$ cat config.mk
export PLATFORM = sky130hd
export DESIGN_NAME = addr_gen_seq
export DESIGN_NICKNAME = d
export VERILOG_FILES = /design/src/rtl/addr_gen_pkg.sv /design/src/rtl/addr_lane.sv /design/src/rtl/addr_gen_seq.sv
export SDC_FILE = /design/constraint.sdc
export NUM_CORES = 1
export LEC_CHECK = 0
export ABC_AREA = 1
export CAP_MARGIN = 20
export CORE_MARGIN = 2
export CORE_UTILIZATION = 50
export DETAILED_ROUTE_END_ITERATION = 16
export DONT_BUFFER_PORTS = 1
export PLACE_DENSITY = 0.68
export SYNTH_ARGS = -nofsm -noshare
export SYNTH_HDL_FRONTEND = slang
export SYNTH_SLANG_ARGS = --single-unit
export TNS_END_PERCENT = 10
$ cat constraint.sdc
create_clock -name clk -period 4.2 [get_ports clk]
set_input_delay 0.63 -clock clk [delete_from_list [all_inputs] [get_ports clk]]
set_output_delay 0.63 -clock clk [all_outputs]
set_load 0.005 [all_outputs]
$ cat src/rtl/addr_gen_pkg.sv
// Shared types and the lane address helper for the sequential address generator.
package addr_gen_pkg;

  // Widest address the lane helper handles; per-instance widths are narrower.
  localparam int MAX_AW = 32;

  typedef enum logic {
    IDLE = 1'b0,
    RUN  = 1'b1
  } state_e;

  typedef enum logic {
    MODE_STRIDE = 1'b0,
    MODE_INC    = 1'b1
  } mode_e;

  // ((base + k*stride) mod 2^aw) ^ mask.
  // The xor is bitwise, so truncating once at the end gives the same modular result.
  function automatic logic [MAX_AW-1:0] lane_addr(
    input logic [MAX_AW-1:0] base,
    input logic [MAX_AW-1:0] stride,
    input logic [MAX_AW-1:0] mask,
    input int                k,
    input int                aw
  );
    logic [MAX_AW-1:0] kk;
    logic [MAX_AW-1:0] sum;
    logic [MAX_AW-1:0] keep;
    kk   = MAX_AW'(k);
    sum  = base + kk * stride;
    keep = (aw >= MAX_AW) ? '1 : ((MAX_AW'(1) << aw) - MAX_AW'(1));
    return (sum ^ mask) & keep;
  endfunction

endpackage

$ cat src/rtl/addr_lane.sv
// One lane of the address generator: ((base + K*stride) ^ mask), purely combinational.
module addr_lane
  import addr_gen_pkg::*;
#(
  parameter int AW = 10,
  parameter int K  = 0
) (
  input  logic [AW-1:0] base,
  input  logic [AW-1:0] stride,
  input  logic [AW-1:0] mask,
  output logic [AW-1:0] addr
);

  // Zero-extend into the helper's width and truncate the result back to AW bits.
  always_comb begin
    addr = AW'(lane_addr(MAX_AW'(base), MAX_AW'(stride), MAX_AW'(mask), K, AW));
  end

endmodule

$ cat src/rtl/addr_gen_seq.sv
// Sequential address generator: latches a job on go, streams cfg_count beats of
// NCH lane addresses over a valid/ready handshake, then pulses done.
module addr_gen_seq
  import addr_gen_pkg::*;
#(
  parameter int AW  = 10,
  parameter int NCH = 4,
  parameter int CW  = 16
) (
  input  logic              clk,
  input  logic              rst_n,
  input  logic              go,
  input  logic [AW-1:0]     cfg_start,
  input  logic [AW-1:0]     cfg_stride,
  input  logic [AW-1:0]     cfg_mask,
  input  logic              cfg_mode,
  input  logic [CW-1:0]     cfg_count,
  input  logic              out_ready,
  output logic              out_valid,
  output logic [NCH*AW-1:0] out_addr,
  output logic              busy,
  output logic              done
);

  localparam logic [AW-1:0] NCH_AW = AW'(NCH);

  state_e          state_q, state_d;
  mode_e           mode_q, mode_d;
  logic [AW-1:0]   base_q, base_d;
  logic [AW-1:0]   stride_q, stride_d;
  logic [AW-1:0]   mask_q, mask_d;
  logic [CW-1:0]   remain_q, remain_d;
  logic            valid_d;
  logic            done_d;
  logic [NCH*AW-1:0] addr_d;

  logic [AW-1:0]     calc_base, calc_stride, calc_mask;
  logic [AW-1:0]     step;
  logic [NCH*AW-1:0] lanes;
  logic              load_addr;
  logic              clear_addr;

  // Lane adders see the base/stride/mask of the beat about to be registered.
  for (genvar k = 0; k < NCH; k++) begin : g_lane
    addr_lane #(
      .AW (AW),
      .K  (k)
    ) u_lane (
      .base   (calc_base),
      .stride (calc_stride),
      .mask   (calc_mask),
      .addr   (lanes[k*AW +: AW])
    );
  end

  assign step = (mode_q == MODE_INC) ? AW'(1) : AW'(NCH_AW * stride_q);
  assign busy = (state_q == RUN);

  // Next-state, next-job-config and next-output decode.
  always_comb begin
    state_d     = state_q;
    mode_d      = mode_q;
    base_d      = base_q;
    stride_d    = stride_q;
    mask_d      = mask_q;
    remain_d    = remain_q;
    valid_d     = out_valid;
    done_d      = 1'b0;
    calc_base   = base_q;
    calc_stride = stride_q;
    calc_mask   = mask_q;
    load_addr   = 1'b0;
    clear_addr  = 1'b0;

    unique case (state_q)
      IDLE: begin
        if (go) begin
          if (cfg_count != '0) begin
            mode_d      = mode_e'(cfg_mode);
            base_d      = cfg_start;
            stride_d    = cfg_stride;
            mask_d      = cfg_mask;
            remain_d    = cfg_count;
            state_d     = RUN;
            valid_d     = 1'b1;
            calc_base   = cfg_start;
            calc_stride = cfg_stride;
            calc_mask   = cfg_mask;
            load_addr   = 1'b1;
          end else begin
            done_d = 1'b1;
          end
        end
      end
      RUN: begin
        if (out_valid && out_ready) begin
          if (remain_q > CW'(1)) begin
            remain_d  = remain_q - CW'(1);
            base_d    = base_q + step;
            calc_base = base_q + step;
            load_addr = 1'b1;
          end else begin
            remain_d   = '0;
            valid_d    = 1'b0;
            done_d     = 1'b1;
            state_d    = IDLE;
            clear_addr = 1'b1;
          end
        end
      end
      default: state_d = IDLE;
    endcase

    if (clear_addr)     addr_d = '0;
    else if (load_addr) addr_d = lanes;
    else                addr_d = out_addr;
  end

  // State, job config and registered outputs; reset drops any in-flight beat.
  always_ff @(posedge clk) begin
    if (!rst_n) begin
      state_q   <= IDLE;
      mode_q    <= MODE_STRIDE;
      base_q    <= '0;
      stride_q  <= '0;
      mask_q    <= '0;
      remain_q  <= '0;
      out_valid <= 1'b0;
      out_addr  <= '0;
      done      <= 1'b0;
    end else begin
      state_q   <= state_d;
      mode_q    <= mode_d;
      base_q    <= base_d;
      stride_q  <= stride_d;
      mask_q    <= mask_d;
      remain_q  <= remain_d;
      out_valid <= valid_d;
      out_addr  <= addr_d;
      done      <= done_d;
    end
  end

endmodule

# == Word level (Yosys, flattened, before mapping) ==
# Cells that the tools add are included.
# totals
out_inout_bits,43
reg_bits,90
inputBits,51
elab_cells,67
# op_classes
mux,35
n_lt_le_gt_ge,1
eq_ne,4
addsub,5
multipliers,1
n_bitwise,6
n_reduce_logical,6
# op_table
operator,count
10-bit 2-to-1 mux,11
16-bit 2-to-1 mux,4
10-bit adder,4
10-bit bitwise XOR,4
16-bit one-hot mux with 2 select lines,1
10-bit one-hot mux with 2 select lines,1
16-bit by 1-bit > comparator with 1-bit output (second input constant),1
16-bit nonzero test,1
16-bit by 1-bit subtractor with 16-bit output (second input constant),1
1-bit 2-to-1 mux,14
2-bit by 10-bit multiplier with 10-bit output (first input constant),1
1-bit one-hot mux with 2 select lines,4
2-bit != test (second input constant),3
3-bit AND reduction,2
4-bit AND reduction,1
2-bit by 1-bit != test with 1-bit output (second input constant),1
1-bit inverter,2
2-bit OR reduction,1
1-bit logical AND,1

# == Depth between registers and ports, before layout ==
# Gate-level depths: netlist (run 1).
# depth
word_depth,7
mapped_depth,26
ltp_nobuf,25

# == Hierarchy ==
# From an unflattened synthesis (run 1), not the netlist that was laid out.
# unflattened
hier_cells,1082
hier_area_um2,6930.4
# by_module_without_submodules
mod,n_inst,area_per_inst_um2,seq_area_each_um2,cells_each
addr_gen_seq,1,4838.4,1801.7,720
addr_lane (g_lane[3].u_lane),1,716.9,0.0,105
addr_lane (g_lane[1].u_lane),1,629.4,0.0,114
addr_lane (g_lane[2].u_lane),1,558.0,0.0,93
addr_lane (g_lane[0].u_lane),1,187.7,0.0,50

# == Worst setup path before layout (run 1) ==
# No wires, ideal clock.
# synth_path
kind,input to register
start,input port go
end,register out_addr[37]
setup_slack_ns,0.059
stages,18
path_buffers,2
arrival_ns,4.027
required_ns,4.086
setup_ns,0.114
path_cell_list,inv_1 nor2_1 nand2_4 buf_6 buf_2 o21ai_0 inv_1 fa_1 inv_1 fa_1 o21ai_0 a21oi_1 nor2_1 nor2_1 xor2_1 xor2_1 o21bai_1 inv_1
# synth_between
elab_chain_len,5
elab_cells_between_ends,11
classes_between,add/sub: 1; mul: 1; mux: 8; bitwise: 1
# synth_rtl
item,line,rtl
start: declaration,addr_gen_seq.sv:12,"input logic go,"
10-bit 2-to-1 mux,addr_gen_seq.sv:77,if (go) begin
10-bit 2-to-1 mux,--,
via calc_stride[1],addr_gen_seq.sv:37,"logic [AW-1:0] calc_base, calc_stride, calc_mask;"
2-bit by 10-bit multiplier with 10-bit output,addr_gen_pkg.sv:30,sum = base + kk * stride;
10-bit adder,addr_gen_pkg.sv:30,
10-bit bitwise XOR,addr_gen_pkg.sv:32,return (sum ^ mask) & keep;
end signal: assignment,addr_gen_seq.sv:139,out_addr <= addr_d;
end: declaration,addr_gen_seq.sv:20,"output logic [NCH*AW-1:0] out_addr,"
# The timed path passes the listed nets, and every way through them passes these cells.
# A chain may end at the register's enable or synchronous reset.

# == Worst setup path in the final report (run 1) ==
# layout_path
start,register remain_q[0]
end,register out_addr[37]
# layout_between
elab_chain_len,6
elab_cells_between_ends,13
classes_between,add/sub: 1; order compare: 1; mux: 9; bitwise: 1; reduce/logical: 1
# layout_rtl
item,line,rtl
start: declaration,addr_gen_seq.sv:32,"logic [CW-1:0] remain_q, remain_d;"
start signal: assignment,addr_gen_seq.sv:137,remain_q <= remain_d;
16-bit by 1-bit > comparator with 1-bit output,addr_gen_seq.sv:97,if (remain_q > CW'(1)) begin
10-bit 2-to-1 mux (2 in a row),--,
10-bit one-hot mux with 2 select lines,addr_gen_seq.sv:75,unique case (state_q)
via base_d[2],addr_gen_seq.sv:29,"logic [AW-1:0] base_q, base_d;"
10-bit adder,addr_gen_pkg.sv:30,
10-bit bitwise XOR,addr_gen_pkg.sv:32,
# The timed path passes the listed nets, and every way through them passes these cells.

==> results.json, run 1 <==
{
  "cts-root-buf": "clkbuf_16",
  "p_leak_nw": 3.38,
  "ir_drop_uv": 311,
  "clock-sinks": 88,
  "p_sw_mw": 1.06,
  "slowest_stage": "fa_1",
  "skew_ns": 0.00652,
  "critical_path_arrival_ns": 4.13,
  "synthesis.instances": 867,
  "grt_max_degree": 36,
  "cpPeakStageDelay_ns": 0.59,
  "synth-async-reset-ratio_pct": 0,
  "p_clk_share_pct": 27.5,
  "cts_tree": "done",
  "dieArea_mm2": 0.0133,
  "vias": 5469,
  "avgSynthCellArea_um2": 7.16,
  "startpoint_type": "register",
  "cp_top_family": "adder cells",
  "fillers": 1196,
  "crit_chain": "inv_1, ha_1, o21ai_2, nor2_4, nand2_4, nand2_8, o21ai_0, nand2_1, fa_1, inv_1, fa_1, o21ai_2, a21oi_1, nor2_1, nor2_1, xor2_1, xor2_1, o21bai_1, inv_1",
  "p_seq_share_pct": 34.6,
  "layout_min_cycle_time_ns": 3.89,
  "ys_types": 46,
  "grt_setup_unrepaired": "no",
  "firstDrtPassIters": 5,
  "design.core.area_mm2": 0.0121,
  "cp.required_ns": 4.44,
  "drc": 0,
  "status": "finished clean",
  "clk-insertion-delay-late_ns": 0.35,
  "postCtsHoldBufs": 0,
  "hold_class": "input port to register",
  "grt-ovfl-total": 0,
  "initial_core_util_pct": 51.5,
  "gp_congestion": 0.928,
  "critical_path_class": "register to register",
  "layout-drive-gt1-share_pct": 8.04,
  "synth_enable_flop_cells": 0,
  "port_buffers": 0,
  "fin_crit_sh_pct": 92.6,
  "syn_nets": 965,
  "ys_seq_area_share_pct": 28.4,
  "clk_pin_slew_ns": 0.06,
  "maxSlewViolCount": 0,
  "via_per_inst": 5.26,
  "dr.first_iter.drc_count": 375,
  "grt_pass1_wl_um": 25900,
  "hold_viol": 0,
  "timing.fmax_mhz": 257,
  "final_common_cell": "nand2_1",
  "finalSetupViolations": 0,
  "syn_area_mm2": 0.00621,
  "final_cell_mix": "nand2_1, inv_1, dfxtp_1",
  "cpMostUsedCell": "inv_1",
  "globalRouteTotalUtil_pct": 25.0,
  "grt_pass1_vias": 5099,
  "cts_made_buffers": 9,
  "grt_antenna_before_repair": 1,
  "die_h_um": 115,
  "wl_per_cell_um": 15.4,
  "syn_to_final_growth_pct": 7.80,
  "drtAntennaViolNets": 0,
  "final_nets": 965,
  "switching_share_pct": 36.8,
  "synth_ff_type": "dfxtp_1",
  "p_comb_share_pct": 37.8,
  "routed_wl_um": 16000,
  "hpwlAfterDp_um": 12600,
  "critPathMaxFanout": 9,
  "drv_cap": 0,
  "yosysWarnings": 0,
  "max-slew-margin-rel_pct": 36.4,
  "postPlaceCellArea_mm2": 0.00640,
  "tightest_slew_ns": 0.952,
  "p_per_area_mw_per_mm2": 430,
  "die_w_um": 115,
  "path_buf_inv": 3,
  "cp-end-kind": "register",
  "ys_seq_elements": 88,
  "io_pins": 94,
  "p_int_mw": 1.82,
  "timing.setup.tns_ns": 0,
  "cts.path.max_buffers": 2,
  "placementRows": 40,
  "stdcell_area_mm2": 0.00669,
  "ctsHtreeMaxLevel": 3
}
[worst paths after layout]
| kind | start | endpoint | slack [ns] | depth (start not counted) |
|---|---|---|---|---|
| max | remain_q[0] | out_addr[37] | 0.31 | 19 |
| min | rst_n | remain_q[14] | 0.42 | 2 |
| max reg2reg | remain_q[0] | out_addr[37] | 0.31 | 19 |
| min reg2reg | remain_q[3] | remain_q[3] | 0.51 | 2 |
[layout make-up]
type / count / area [µm²] / area share [%]
Multi-Input combinational cell: 615 / 3790 / 56.6
Sequential cell: 88 / 1760 / 26.3
Inverter: 136 / 513 / 7.66
Clock buffer: 12 / 246 / 3.68
Tap cell: 168 / 210 / 3.14
Timing Repair Buffer: 17 / 128 / 1.91
Clock inverter: 3 / 42.5 / 0.636
Antenna cell: 1 / 2.50 / 0.0374
[layer usage]
layer	wire [µm]	GRT usage [%]	vias up
met5	0	0	-
met4	297	8.35	0
met3	1040	6.80	20
met2	6950	37.1	147
met1	7760	35.1	2469
li1	-	-	2833
[state kept, by name, summed over array words and instances (netlist names)]
| name | flops |
|---|---|
| out_valid | 1 |
| mask_q | 10 |
| remain_q | 16 |
| done | 1 |
| stride_q | 10 |
| mode_q | 1 |
| busy | 1 |
| base_q | 10 |
| out_addr | 38 |
[cells by family after synthesis]
group                      Yosys count  share of synthesized area [%]
and+or+nand+nor                    304                           21.9
adders and majority gates           47                           10.8
AOI/OAI and AO/OA                  205                           19.6
xor gates and xnor gates            55                           7.76
DFF                                 88                           28.4
buffers and inverters              164                           10.7
muxes                                4                          0.846
[synth_stat cells, types with 2 or more instances]
| cell | instances | area share, % |
|---|---|---|
| xnor2_1 | 16 | 2.3 |
| nand4_1 | 2 | 0.20 |
| nand3_1 | 48 | 3.9 |
| o22ai_1 | 3 | 0.30 |
| nand3b_1 | 6 | 0.73 |
| o311ai_0 | 2 | 0.28 |
| buf_6 | 3 | 0.54 |
| nor3_1 | 6 | 0.48 |
| dfxtp_1 | 88 | 28 |
| o21bai_1 | 28 | 3.4 |
| inv_2 | 6 | 0.36 |
| fa_1 | 11 | 3.5 |
| o211ai_2 | 2 | 0.40 |
| or2_1 | 5 | 0.50 |
| buf_2 | 12 | 0.97 |
| a31oi_1 | 3 | 0.30 |
| o21ai_2 | 6 | 0.85 |
| inv_1 | 128 | 7.7 |
| o21ai_0 | 71 | 5.7 |
| nand2_1 | 135 | 8.2 |
| xor2_1 | 39 | 5.5 |
| nor4_1 | 2 | 0.20 |
| o21ai_1 | 2 | 0.16 |
| ha_1 | 36 | 7.3 |
| a21oi_1 | 63 | 5.1 |
| nor2_4 | 4 | 0.73 |
| o211ai_1 | 16 | 1.9 |
| a22oi_1 | 5 | 0.60 |
| nand2_4 | 2 | 0.36 |
| or2_2 | 5 | 0.50 |
| clkbuf_1 | 10 | 0.60 |
| mux2i_1 | 3 | 0.48 |
| nor2_1 | 74 | 4.5 |
| nand2_2 | 5 | 0.50 |
| or2_0 | 5 | 0.50 |
| nor2_2 | 4 | 0.40 |
| buf_4 | 2 | 0.24 |
[power by group through the flow]
stage / combinational (mW) / clock [mW] / sequential (mW)
floorplan: 0.852 / 0 / 0.993
global placement: 1.07 / 0 / 1.02
detailed placement: 1.07 / 0 / 1.02
CTS: 1.08 / 0.815 / 0.999
global route: 1.23 / 0.843 / 1.01
finish: 1.09 / 0.793 / 0.998
[metrics by stage]
| stage | power [mW] | worst slack (ns) | hold WS [ns] | util (%) | std cells |
|---|---|---|---|---|---|
| 2_1_floorplan | 1.85 | 0.0593 | 0.471 | - | 867 |
| 5_1_grt | 3.09 | 0.000962 | 0.401 | 55.5 | 1040 |
| 6_report | 2.88 | 0.311 | 0.418 | 55.5 | 1040 |
| 3_5_place_dp | 2.09 | 0.0345 | 0.505 | 53.0 | 1024 |
| 4_1_cts | 2.89 | 0.111 | 0.399 | 55.4 | 1039 |
| 3_3_place_gp | 2.08 | 0.139 | 0.494 | 53.0 | 1024 |
[repair_timing]
| action | in CTS | in global routing |
|---|---|---|
| gates resized for setup | 0 | 3 |
| setup buffers | 0 | 0 |
| setup endpoints to repair | 0 | 5 |
Note: power is estimated with default switching activity, not from simulation.
==> run 2, diff against run 1 <==
--- a/config.mk
+++ b/config.mk
@@ -11,6 +11,7 @@
 export CORE_UTILIZATION = 50
 export DETAILED_ROUTE_END_ITERATION = 16
 export DONT_BUFFER_PORTS = 1
+export GPL_ROUTABILITY_DRIVEN = 0
 export PLACE_DENSITY = 0.68
 export SYNTH_ARGS = -nofsm -noshare
 export SYNTH_HDL_FRONTEND = slang
==> run 2 against run 1 <==
Power is 1.8% lower. Worst hold slack worse by 0.013 ns. Largest cell class unchanged. Utilization fell by 0.27 points. Global-route usage grew 0.47 points. Highest routed layer unchanged. Cell area shrank 0.49%. Non-clock buffer count decreased by 1.
==> results.json, run 2 (synthesis results as in run 1) <==
{
  "status": "finished clean",
  "critical_path_class": "register to register",
  "fin_crit_sh_pct": 91.6,
  "hold_class": "input port to register",
  "die_w_um": 115,
  "dieArea_mm2": 0.0133,
  "ctsHtreeMaxLevel": 3,
  "globalRouteTotalUtil_pct": 25.5,
  "final_cell_mix": "nand2_1, inv_1, dfxtp_1",
  "layout-drive-gt1-share_pct": 8.04,
  "timing.fmax_mhz": 260,
  "port_buffers": 0,
  "cts_tree": "done",
  "reg2regPathDepth": 18,
  "grt_setup_unrepaired": "no",
  "largest-register": "out_addr",
  "design.core.area_mm2": 0.0121,
  "cts_made_buffers": 9,
  "fillers": 1223,
  "largest_reg_flops": 38,
  "grt_max_degree": 34,
  "grt_pass1_vias": 5192,
  "clk-insertion-delay-late_ns": 0.36,
  "pre_cts_slack_ns": 0.0402,
  "finalSetupViolations": 0,
  "postCtsHoldBufs": 0,
  "skew_ns": 0.0104,
  "critPathMaxFanout": 9,
  "vias": 5513,
  "timing.setup.tns_ns": 0,
  "cp.required_ns": 4.44,
  "clock-sinks": 88,
  "layout_min_cycle_time_ns": 3.85,
  "cts-root-buf": "clkbuf_16",
  "critical_path_arrival_ns": 4.09,
  "drv_cap": 0,
  "hpwlAfterDp_um": 12700,
  "grt_pass1_wl_um": 26400,
  "startpoint_type": "register",
  "via_per_inst": 5.31,
  "dr.first_iter.drc_count": 389,
  "syn_to_final_growth_pct": 7.27,
  "stdcell_area_mm2": 0.00666,
  "p_per_area_mw_per_mm2": 425,
  "final_core_util_pct": 55.2,
  "whs_ns": 0.405,
  "postPlaceCellArea_mm2": 0.00639,
  "routed_wl_um": 16200,
  "placementRows": 40,
  "ir_drop_uv": 269,
  "clk_pin_slew_ns": 0.07,
  "cts.path.max_buffers": 2,
  "p_leak_nw": 3.37,
  "tightest_slew_ns": 0.898,
  "firstDrtPassIters": 5,
  "timing.final.ws_setup_ns": 0.354,
  "hold_viol": 0,
  "whs_path_depth": 2,
  "final_nets": 964,
  "cp-end-kind": "register",
  "drc": 0,
  "final_common_cell": "nand2_1",
  "grt_antenna_before_repair": 0,
  "wl_per_cell_um": 15.6,
  "antenna_cells": 0,
  "grt-ovfl-total": 0,
  "max-slew-margin-rel_pct": 38.4,
  "drtAntennaViolNets": 0,
  "initial_core_util_pct": 51.5,
  "die_h_um": 115,
  "io_pins": 94,
  "maxSlewViolCount": 0,
  "top_regs": "out_addr: 38 flops, remain_q: 16 flops"
}
-- run 2: per-stage QoR --
stage          cells  total power [mW]
2_1_floorplan    867              1.85
3_3_place_gp    1023              2.08
3_5_place_dp    1023              2.08
4_1_cts         1039              2.83
5_1_grt         1039              3.02
6_report        1039              2.83
-- run 2: what timing repair did --
action / in CTS / in global routing
gates resized for setup: 0 / 6
setup endpoints to repair: 0 / 5
buffers inserted: 0 / 0
-- run 2: worst paths after layout --
kind                     from           end  slack [ns]
setup reg to reg       mode_q  out_addr[36]        0.35
setup / recovery       mode_q  out_addr[36]        0.35
hold reg to reg   remain_q[3]   remain_q[3]        0.51
hold / removal          rst_n        mode_q        0.40
-- run 2: power breakdown --
| part | total, mW | internal [mW] | switching [mW] | leakage, nW |
|---|---|---|---|---|
| Clock | 0.746 | 0.413 | 0.333 | 0.136 |
| Combinational | 1.09 | 0.421 | 0.667 | 2.51 |
| Sequential | 0.995 | 0.926 | 0.0688 | 0.729 |
-- run 2: layer usage --
| layer | up-vias | wire, µm | part of all wire, % | track usage, % |
|---|---|---|---|---|
| li1 | 2822 | - | - | - |
| met4 | 0 | 248 | 1.5 | 7.87 |
| met5 | - | 0 | 0 | 0 |
| met3 | 17 | 1080 | 6.7 | 6.01 |
| met2 | 152 | 7010 | 43 | 39.1 |
| met1 | 2522 | 7870 | 49 | 35.6 |
-- run 2: cell type report --
cell class / instances / area (µm²) / area share [%]
well taps: 168 / 210 / 3.16
clock buffers: 12 / 246 / 3.70
multi-input cells: 615 / 3790 / 56.9
inverters: 136 / 513 / 7.70
repair buffers: 16 / 120 / 1.80
clock inverters: 4 / 20.0 / 0.301
flip-flops and latches: 88 / 1760 / 26.5
-- run 2: worst max-delay path, cell delays in order, from the launching register on --
cell	delay (ns)
dfxtp_2	0.41
nor2_1	0.07
ha_1	0.32
nand2_1	0.11
o21ai_0	0.21
xor2_1	0.12
o21ai_0	0.31
nand2_1	0.21
fa_1	0.51
ha_1	0.36
a21oi_1	0.14
nand2_1	0.14
a21oi_1	0.16
nor2_1	0.05
nor2_1	0.11
xor2_1	0.18
xor2_1	0.11
o21bai_1	0.17
inv_1	0.05
==> run 3, diff against run 2 <==
--- a/config.mk
+++ b/config.mk
@@ -12,7 +12,7 @@
 export DETAILED_ROUTE_END_ITERATION = 16
 export DONT_BUFFER_PORTS = 1
 export GPL_ROUTABILITY_DRIVEN = 0
-export PLACE_DENSITY = 0.68
+export PLACE_DENSITY_LB_ADDON = 0.12
 export SYNTH_ARGS = -nofsm -noshare
 export SYNTH_HDL_FRONTEND = slang
 export SYNTH_SLANG_ARGS = --single-unit
==> run 3 against run 2 <==
Sequential power about the same. Setup slack got worse by 0.050 ns. Clock power increased by 1%. Sequential share of layout area decreased by 0.51 points. Flip-flop and latch count unchanged. Final cell count increased by 1.2%. Maximum frequency decreased by 1.3%. Critical path depth increased by 6. Die area unchanged. Routed wire length increased by 7.7%. Cell area increased by 2.0%. Largest cell class unchanged. Largest power group unchanged. Highest routed layer unchanged.
==> results.json, run 3 (synthesis results as in run 1) <==
{
  "status": "finished clean",
  "globalRouteTotalUtil_pct": 27.1,
  "clk-insertion-delay-late_ns": 0.35,
  "grt_pass1_vias": 5403,
  "reg2regPathDepth": 24,
  "cts_made_buffers": 9,
  "final_cell_mix": "nand2_1, inv_1, dfxtp_1",
  "r2r_end": "out_addr[39]",
  "grt_max_degree": 37,
  "io_pins": 94,
  "routed_wl_um": 17500,
  "p_leak_nw": 3.42,
  "slowest_stage": "fa_1",
  "syn_to_final_growth_pct": 9.37,
  "fillers": 1162,
  "startpoint_type": "register",
  "hpwlAfterDp_um": 13600,
  "pre_cts_slack_ns": 0.0635,
  "crit_path_start": "mode_q",
  "ctsHtreeMaxLevel": 3,
  "dr.first_iter.drc_count": 376,
  "layout_min_cycle_time_ns": 3.90,
  "critPathMaxFanout": 6,
  "final_cells": 1051,
  "initial_core_util_pct": 51.5,
  "largest-register": "out_addr",
  "drc": 0,
  "placementRows": 40,
  "cpPeakStageDelay_ns": 0.44,
  "final_common_cell": "nand2_1",
  "cp-end-kind": "register",
  "grt_pass1_wl_um": 27900,
  "drv_cap": 0,
  "hold_viol": 0,
  "via_per_inst": 5.35,
  "critical_path_class": "register to register",
  "drtAntennaViolNets": 0,
  "clk_pin_slew_ns": 0.07,
  "layout-drive-gt1-share_pct": 9.53,
  "die_h_um": 115,
  "clock-sinks": 88,
  "crit_path_end": "out_addr[39]",
  "cts_setup_buffers": 0,
  "whs_ns": 0.415,
  "top_regs": "out_addr: 38 flops, remain_q: 16 flops",
  "grt_setup_unrepaired": "yes",
  "skew_ns": 0.00944,
  "ir_drop_uv": 343,
  "hold_class": "input port to register",
  "design.core.area_mm2": 0.0121,
  "timing.fmax_mhz": 257,
  "vias": 5624,
  "cts-root-buf": "clkbuf_16",
  "r2r_start": "mode_q",
  "tightest_slew_ns": 0.899,
  "timing.final.ws_setup_ns": 0.304,
  "final_nets": 974,
  "die_w_um": 115,
  "crit_chain": "nor2_1, ha_1, a21oi_1, nand2_1, nand2_1, nand2_1, a21oi_1, xor2_1, nand2_1, nand2_1, nand2_1, fa_1, ha_1, inv_1, buf_4, nor4_2, a21oi_1, nand3b_1, nand2_1, inv_1, nand3_1, nand3_1, nand2_1, inv_1",
  "finalSetupViolations": 0,
  "max-slew-margin-rel_pct": 38.4,
  "p_per_area_mw_per_mm2": 428,
  "maxSlewViolCount": 0,
  "largest_reg_flops": 38,
  "cts_tree": "done",
  "ff2ff_setup_slack_ns": 0.30,
  "grt-ovfl-total": 0,
  "hold_path_startpoint": "rst_n",
  "cp.required_ns": 4.46,
  "dieArea_mm2": 0.0133,
  "fin_crit_sh_pct": 92.8,
  "cpMostUsedCell": "nand2_1",
  "timing.setup.tns_ns": 0,
  "wl_per_cell_um": 16.6,
  "grt_antenna_before_repair": 1,
  "placed_cells": 1032,
  "firstDrtPassIters": 5,
  "cts.path.max_buffers": 2,
  "port_buffers": 0,
  "critical_path_arrival_ns": 4.15
}
[run 3: changes by cell type in the layout (fill, tap and decap cells not counted), sizes merged]
cell and change:
clkbuf -3, inv +1, clkinvlp +2, buf +10
diode +2
[run 3: routing by layer]
layer  vias up  GRT usage (%)  part of all wire [%]
met5         -              0                     0
met4         0           10.5                   3.0
met3        34           5.44                   6.8
met2       168           41.2                    44
met1      2583           37.9                    47
li1       2839              -                     -
[run 3: what timing repair did]
action,4_1_cts,5_1_grt
hold buffers,0,0
setup endpoints to repair,0,5
endpoints found under the hold margin,0,0
gates resized for setup,0,8
[run 3: through the flow]
stage	utilization [%]	area, µm²	total power, mW
after floorplan	-	6210	1.85
after global placement	53.6	6470	2.11
after detailed placement	53.6	6470	2.14
after CTS	55.9	6740	2.90
after global routing	56.3	6790	3.11
final	56.3	6790	2.91
[run 3: worst min-delay path by stage]
stage / end / cells past startpoint
floorplan: out_valid / 2
global placement: out_valid / 2
detailed placement: out_valid / 2
CTS: remain_q[12] / 2
global route: remain_q[12] / 2
finish: remain_q[12] / 2
[run 3: area by class of cell]
cell class	instances	area [µm²]	area share (%)
repair buffers	26	220	3.24
clock inverters	7	47.5	0.700
diodes	2	5.00	0.0737
well taps	168	210	3.10
multi-input cells	615	3810	56.1
flip-flops and latches	88	1760	26.0
inverters	136	513	7.55
clock buffers	9	225	3.32
[run 3: power by group]
part / internal, mW / switching, mW / total [mW]
combinational: 0.447 / 0.708 / 1.15
sequential: 0.926 / 0.0721 / 0.998
clock: 0.401 / 0.357 / 0.757
total: 1.77 / 1.14 / 2.91
[run 3: critical path, delay by kind of cell (launching register included)]
family                     cells  cell delay (ns)
AOI/OAI and AO/OA              3             0.44
xor gates and xnor gates       1             0.23
adders and majority gates      3             1.08
buffers and inverters          4             0.29
DFF                            1             0.39
and+or+nand+nor               13             1.37
